<file path="config.mk">
export PLATFORM = sky130hd
export DESIGN_NAME = vga_image_scanout
export DESIGN_NICKNAME = d
export VERILOG_FILES = /design/src/rtl/vga_image_scanout.sv
export SDC_FILE = /design/constraint.sdc
export NUM_CORES = 1
export LEC_CHECK = 0
export CAP_MARGIN = 20
export CORE_MARGIN = 1.5
export CORE_UTILIZATION = 47
export CTS_CLUSTER_DIAMETER = 200
export DETAILED_ROUTE_END_ITERATION = 6
export GPL_TIMING_DRIVEN = 0
export PLACE_DENSITY = 0.79
export SLEW_MARGIN = 10
export SYNTH_ARGS = -nofsm -noshare
export SYNTH_HDL_FRONTEND = slang
export SYNTH_SLANG_ARGS = --single-unit
</file>
<file path="constraint.sdc">
create_clock -name clk -period 2.1 [get_ports clk]
set_input_delay 0.63 -clock clk [delete_from_list [all_inputs] [get_ports clk]]
set_output_delay 0.63 -clock clk [all_outputs]
set_load 0.02 [all_outputs]
</file>
<file path="src/rtl/vga_image_scanout.sv">
// 640x480@60 VGA scan-out of an 8-bit grayscale frame read from a synchronous image RAM.
// Define VGA_BORDER_EN to draw a red 1-pixel ring around the image while it is shown.
module vga_image_scanout #(
  parameter int IMG_W  = 256,
  parameter int IMG_H  = 256,
  parameter int X0     = 192,
  parameter int Y0     = 112,
  parameter int ADDR_W = 16
) (
  input  logic              clk,
  input  logic              reset,
  input  logic              img_ready,
  output logic              rd_en,
  output logic [ADDR_W-1:0] rd_addr,
  input  logic [7:0]        rd_data,
  output logic              hsync,
  output logic              vsync,
  output logic              sync_b,
  output logic              blank_b,
  output logic [7:0]        r,
  output logic [7:0]        g,
  output logic [7:0]        b,
  output logic              frame_start
);

  localparam logic [9:0] H_ACT    = 10'd640;
  localparam logic [9:0] H_SYNC_S = 10'd656;
  localparam logic [9:0] H_SYNC_E = 10'd751;
  localparam logic [9:0] H_LAST   = 10'd799;
  localparam logic [9:0] V_ACT    = 10'd480;
  localparam logic [9:0] V_SYNC_S = 10'd490;
  localparam logic [9:0] V_SYNC_E = 10'd491;
  localparam logic [9:0] V_LAST   = 10'd524;

  typedef enum logic {ST_WAIT, ST_SHOW} state_e;

  state_e            state_q, state_d;
  logic              pix_en_q, pix_en_d;
  logic [9:0]        h_q, h_d, v_q, v_d;
  logic [ADDR_W-1:0] cnt_q, cnt_d;
  logic              hsync_q, hsync_d, vsync_q, vsync_d;
  logic              blank_q, blank_d, fs_q, fs_d;
  logic [7:0]        r_q, r_d, g_q, g_d, b_q, b_d;
  logic              frame_tick, show, active, in_img, in_ring, hs_now, vs_now;
  int                h_i, v_i;

  assign h_i        = int'(h_q);
  assign v_i        = int'(v_q);
  assign frame_tick = pix_en_q && (h_q == '0) && (v_q == '0);

  always_comb begin
    pix_en_d = ~pix_en_q;
    h_d      = h_q;
    v_d      = v_q;
    if (pix_en_q) begin
      if (h_q == H_LAST) begin
        h_d = '0;
        v_d = (v_q == V_LAST) ? '0 : v_q + 10'd1;
      end else begin
        h_d = h_q + 10'd1;
      end
    end
  end

  // Display state only changes on the frame-start tick, so a frame is never half shown.
  always_ff @(posedge clk or negedge reset) begin
    if (!reset) state_q <= ST_WAIT;
    else        state_q <= state_d;
  end

  always_comb begin
    state_d = state_q;
    if (frame_tick) state_d = img_ready ? ST_SHOW : ST_WAIT;
  end

  always_comb show = (state_q == ST_SHOW);

  always_comb begin
    in_img = (h_i >= X0) && (h_i < X0 + IMG_W) && (v_i >= Y0) && (v_i < Y0 + IMG_H);
`ifdef VGA_BORDER_EN
    in_ring = !in_img && (h_i >= X0 - 1) && (h_i <= X0 + IMG_W)
                      && (v_i >= Y0 - 1) && (v_i <= Y0 + IMG_H);
`else
    in_ring = 1'b0;
`endif
    active = (h_q < H_ACT) && (v_q < V_ACT);
    hs_now = !((h_q >= H_SYNC_S) && (h_q <= H_SYNC_E));
    vs_now = !((v_q >= V_SYNC_S) && (v_q <= V_SYNC_E));
  end

  // The read goes out in the first clk of the pixel so its data lands before the output tick.
  assign rd_en   = show && in_img && !pix_en_q;
  assign rd_addr = cnt_q;

  always_comb begin
    // NOTE: every _d gets a default first, so state holds between ticks and no latch is inferred.
    cnt_d   = cnt_q;
    hsync_d = hsync_q;
    vsync_d = vsync_q;
    blank_d = blank_q;
    r_d     = r_q;
    g_d     = g_q;
    b_d     = b_q;
    fs_d    = frame_tick;
    if (frame_tick)  cnt_d = '0;
    else if (rd_en)  cnt_d = cnt_q + ADDR_W'(1);
    if (pix_en_q) begin
      hsync_d = hs_now;
      vsync_d = vs_now;
      blank_d = active;
      r_d     = '0;
      g_d     = '0;
      b_d     = '0;
      if (active && show) begin
        if (in_img) begin
          r_d = rd_data;
          g_d = rd_data;
          b_d = rd_data;
        end else if (in_ring) begin
          r_d = 8'hFF;
        end
      end
    end
  end

  // NOTE: sequential state uses non-blocking assignments only.
  always_ff @(posedge clk or negedge reset) begin
    if (!reset) begin
      pix_en_q <= 1'b0;
      h_q      <= '0;
      v_q      <= '0;
      cnt_q    <= '0;
      hsync_q  <= 1'b1;
      vsync_q  <= 1'b1;
      blank_q  <= 1'b0;
      r_q      <= '0;
      g_q      <= '0;
      b_q      <= '0;
      fs_q     <= 1'b0;
    end else begin
      pix_en_q <= pix_en_d;
      h_q      <= h_d;
      v_q      <= v_d;
      cnt_q    <= cnt_d;
      hsync_q  <= hsync_d;
      vsync_q  <= vsync_d;
      blank_q  <= blank_d;
      r_q      <= r_d;
      g_q      <= g_d;
      b_q      <= b_d;
      fs_q     <= fs_d;
    end
  end

  assign hsync       = hsync_q;
  assign vsync       = vsync_q;
  assign sync_b      = hsync_q & vsync_q;
  assign blank_b     = blank_q;
  assign r           = r_q;
  assign g           = g_q;
  assign b           = b_q;
  assign frame_start = fs_q;

endmodule
</file>
# ---- Yosys cells after proc, flatten, opt, wreduce, memory -nomap -nowiden
# Cells that the tools add are included.
dict set report word_totals {
  reg_bits 50
}
dict set report classes {
  n_bitwise 2
  reduce_logical 18
  order_cmp 10
  eq_ne 2
  addsub 3
  n_mux 7
}
# operator count
set op_table {}
lappend op_table {{$mux W16} 2}
lappend op_table {{$lt A10 B9 Y1 const B} 3}
lappend op_table {{$add A10 B1 Y10 const B} 2}
lappend op_table {{$eq A10 B10 Y1 const B} 2}
lappend op_table {{$logic_not A10 Y1} 2}
lappend op_table {{$mux W10} 2}
lappend op_table {{$add A16 B1 Y16 const B} 1}
lappend op_table {{$mux W8} 2}
lappend op_table {{$logic_and A1 B1 Y1} 11}
lappend op_table {{$ge A10 B10 Y1 const B} 1}
lappend op_table {{$ge A10 B7 Y1 const B} 1}
lappend op_table {{$ge A10 B8 Y1 const B} 1}
lappend op_table {{$ge A10 B9 Y1 const B} 1}
lappend op_table {{$le A10 B10 Y1 const B} 1}
lappend op_table {{$le A10 B9 Y1 const B} 1}
lappend op_table {{$lt A10 B10 Y1 const B} 1}
lappend op_table {{$logic_not A1 Y1} 3}
lappend op_table {{$reduce_and A2 Y1} 1}
lappend op_table {{$reduce_bool A2 Y1} 1}
lappend op_table {{$and A1 B1 Y1} 1}
lappend op_table {{$mux W1} 1}
lappend op_table {{$not A1 Y1} 1}

# ---- Longest topological paths before layout
dict set report depth {
  depth_word 8
  ltp_mapped 8
  ltp_nobuf 6
}

# ---- Least setup slack after synthesis
# No wires, ideal clock.
dict set report synth_path {
  kind {register to output}
  start {register v_q[8]}
  end {output rd_en}
  arrival_time_ps 1636
  slack_ps -166
  required_time_ps 1470
  path_stages_with_launch 6
  path_cell_list {dfrtp_1 clkbuf_1 a211oi_2 nand4_1 clkbuf_1 nor3_1}
}
dict set report synth_between {
  elab_chain_cells 5
  elab_cells_between_ends 6
}
# item line_no
set synth_rtl {}
lappend synth_rtl {{start, declared} 39} ;# logic [9:0] h_q, h_d, v_q, v_d;
lappend synth_rtl {{start signal, assigned} 143} ;# v_q <= v_d;
lappend synth_rtl {{$ge A10 B7 Y1} 79} ;# in_img = (h_i >= X0) && (h_i < X0 + IMG_W) && (v_i >= Y0) && (v_i < Y0 + IMG_H);
lappend synth_rtl {{$logic_and A1 B1 Y1} 79}
lappend synth_rtl {{$logic_and A1 B1 Y1 *} 79}
lappend synth_rtl {{$logic_and A1 B1 Y1 * (2 in series)} 92} ;# assign rd_en = show && in_img && !pix_en_q;
lappend synth_rtl {{end, declared} 13} ;# output logic rd_en,
# Mark *: on every way between the ends. The rest lies on a longest branch, timed or not.

# ---- Worst setup path in the final report
# Same ends and word-level chain as after synthesis.

==> flow_summary.toml <==
[global_routing]
grt_antenna_before_repair = 0
gr-usage-all-layers = 0.222
grt_start_max_net_pins = 28
wire_length_of_the_first_global_routing_pass_mm = 11.7
grt_pass1_vias = 2525
overflow = 0

[power]
vdd_ir_drop_max_mv = 0.282
switching_share = 0.203
power.static_leakage_nw = 2.01
clkPwrFrac = 0.402
finalPower_mw = 1.68
p_sw_uw = 341
share_comb_of_total_power = 0.024
power_density_mw_per_mm2 = 410
p_int_mw = 1.34
share_seq_of_total_power = 0.574

[routing]
drt_pre_antenna_iters = 4
finalWirelength_mm = 7.76
ant_nets = 0
wl_per_cell_um = 16.4
drt_drc_violations_left = 0
first_iter_violations = 254
viasPerCell = 5.81
vias = 2750

[die]
die_h_um = 82.5
pin_count = 57
core_area_mm2 = 0.00603
dieWidth_um = 82.5
initial_core_utilization = 0.494
row_count = 28
die_area_mm2 = 0.00681

[synth]
avg_cell_area_syn_um2 = 9.59
seq_area_frac_synth = 0.422
syn_area_mm2 = 0.00297
dominantRegCellSynth = "dfrtp_1"
synth-warning-count = 0
asyncSetResetFlopFracSynth = 1.00
yosysUniqueCellTypes = 48
synthesized_instance_count = 310
synth_largest_area_cell = "dfrtp_1"
yosysMostFrequentCell = "dfrtp_1"
synth_top_area_share = 0.404
synth_nets = 326
number_of_enable_type_register_cells_in_the_synthesized_netlist = 0
post_synth_main_area_contributors = "dfrtp_1, buf_4, mux2i_1"
postSynthRegisterBits = 50
synth.cells.most_frequent = "dfrtp_1, buf_4, nand2_1, o21ai_0"

[setup_path]
path_max_fanout = 7
cp-startpoint = "v_q[8]$_DFFE_PN0P_"
timing.critical_path.arrival_ps = 1750
rrSetupSlack_ps = -110
crit_path_start_kind = "flip-flop"
reg2reg_depth = 7
end_kind = "output pin"
critPathRequiredTime_ps = 1470
rr_startpoint = "v_q[8]$_DFFE_PN0P_"
rr_endpoint = "show$_DFFE_PN0N_"
path_class = "reg2out"
crit_path_end = "rd_en"

[placement]
port_buffers = 56
place_worst_setup_slack_ps = -826
placer_congestion_estimate = 0.838
dp_hpwl_mm = 4.96
post-place-cells = 442
placedInstanceArea_mm2 = 0.00365

[clock_tree]
cts-root-to-sink-buffers = 2
cts_tree = "yes"
clk_latency_ps = 320
hold_buffers = 0
clock_tree.htree_level_count = 2
clock-root-buffer = "clkbuf_8"
numCtsBuffers = 5
numClockSinks = 50
clk_pin_slew_worst_paths_ps = 90

[timing]
max_slew.worst_pin.slew_ps = 602
max_clock_freq_mhz = 421
setup_tns_ps = -1030
holdWs_ps = 292
timing_max_transition_violations_final = 0
relSlewSlack = 0.596
rsz_0062_raised_after_global_routing = "true"
hold_vio_cnt_final = 0
clock_skew_ps = 14.6
final_critical_period_ps = 2380
setup-violations-final = 12
period_share = 1.13
finalWorstSetupSlack_ps = -278

[layout]
layout-area-overhead-vs-synth_pct = 37.8
layoutNonFillerInstCount = 473
utilization = 0.680
antenna_cells = 0
finish.net_count = 413
stdcell_area_mm2 = 0.00410
fraction_of_final_layout_cells_sized_beyond_drive_strength_1 = 0.241

[run_status]
run_status = "complete, but fails checks"
failed_checks = "setup timing"

[min_path]
hp-class = "in2async"

[run]
max-cap-violations = 0
layout make-up:
type                    instances  area (um2)
plain buffers                  39         308
inverters                      10        37.5
fillers                       469        1930
clock inverters                 1        30.0
clock buffers                   7        76.3
repair buffers                 82         808
multi-input cells             209        1490
well taps                      75        93.8
flip-flops and latches         50        1260
flip-flops by register name, indices dropped and copies added (netlist names):
signal and count:
b 8, pix_en_q 1, frame_start 1, rd_addr 16, blank_b 1, vsync 1
h_q 10, hsync 1, show 1, v_q 10
worst max-delay path, cell delays in order (launching register included):
cell and delay, ps:
dfrtp_2 480, a211oi_4 300, nand4_1 200, clkbuf_8 190, nor3_4 130, buf_6 140
placed cells by master (no fill, tap or decap), types with 8 or more instances in the layout:
cell type,Yosys,routed
a21oi_1,11,11
a22o_1,10,10
and4_1,8,8
buf_4,20,44
buf_6,6,10
clkdlybuf4s50_1,0,35
dfrtp_1,48,45
dlymetal6s2s_1,0,18
inv_1,10,10
mux2i_1,11,11
nand2_1,20,20
nand3_1,15,14
nand4_1,15,15
nor2_1,14,13
nor3_1,12,9
nor4_1,10,8
o21ai_0,20,19
o21bai_1,9,9
worst min-delay path by stage:
stage                                    endpoint  cells past startpoint
after global routing           h_q[5]$_DFFE_PN0P_                      1
after CTS                 rd_addr[12]$_DFFE_PN0P_                      1
final                          h_q[5]$_DFFE_PN0P_                      1
after global placement          hsync$_DFFE_PN1P_                      2
after detailed placement        vsync$_DFFE_PN1P_                      2
after floorplan                  b[0]$_DFFE_PN0P_                      0
routing by layer:
layer,share of wire,vias up,track usage
met5,0,-,0
met2,0.50,105,0.372
met3,0.054,17,0.0451
met4,0.020,0,0.0633
li1,-,1295,-
met1,0.43,1333,0.289
logic make-up (layout without fill, tap and decap cells):
| group | Yosys count | count (layout) | synth area share |
|---|---|---|---|
| and+or+nand+nor | 119 | 119 | 0.239 |
| muxes | 12 | 12 | 0.0408 |
| DFF | 50 | 50 | 0.422 |
| xor gates and xnor gates | 8 | 8 | 0.0236 |
| buffers and inverters | 51 | 139 | 0.106 |
| AOI/OAI and AO/OA | 65 | 65 | 0.148 |
| adders and majority gates | 5 | 5 | 0.0210 |
power groups by stage:
stage | clock [mW] | sequential [mW] | combinational, mW
final | 0.675 | 0.964 | 0.0408
after global routing | 0.723 | 0.965 | 0.0470
after floorplan | 0 | 0.983 | 0.000877
after CTS | 0.685 | 0.964 | 0.0423
after detailed placement | 0 | 0.983 | 0.0423
after global placement | 0 | 0.983 | 0.0382
repair_timing:
item | in CTS | in global routing
gates cloned | 0 | 0
setup endpoints to repair | 22 | 33
setup buffers | 5 | 20
resized for setup | 21 | 43
pin swaps | 3 | 9
Note: power is estimated with default switching activity, not from simulation.
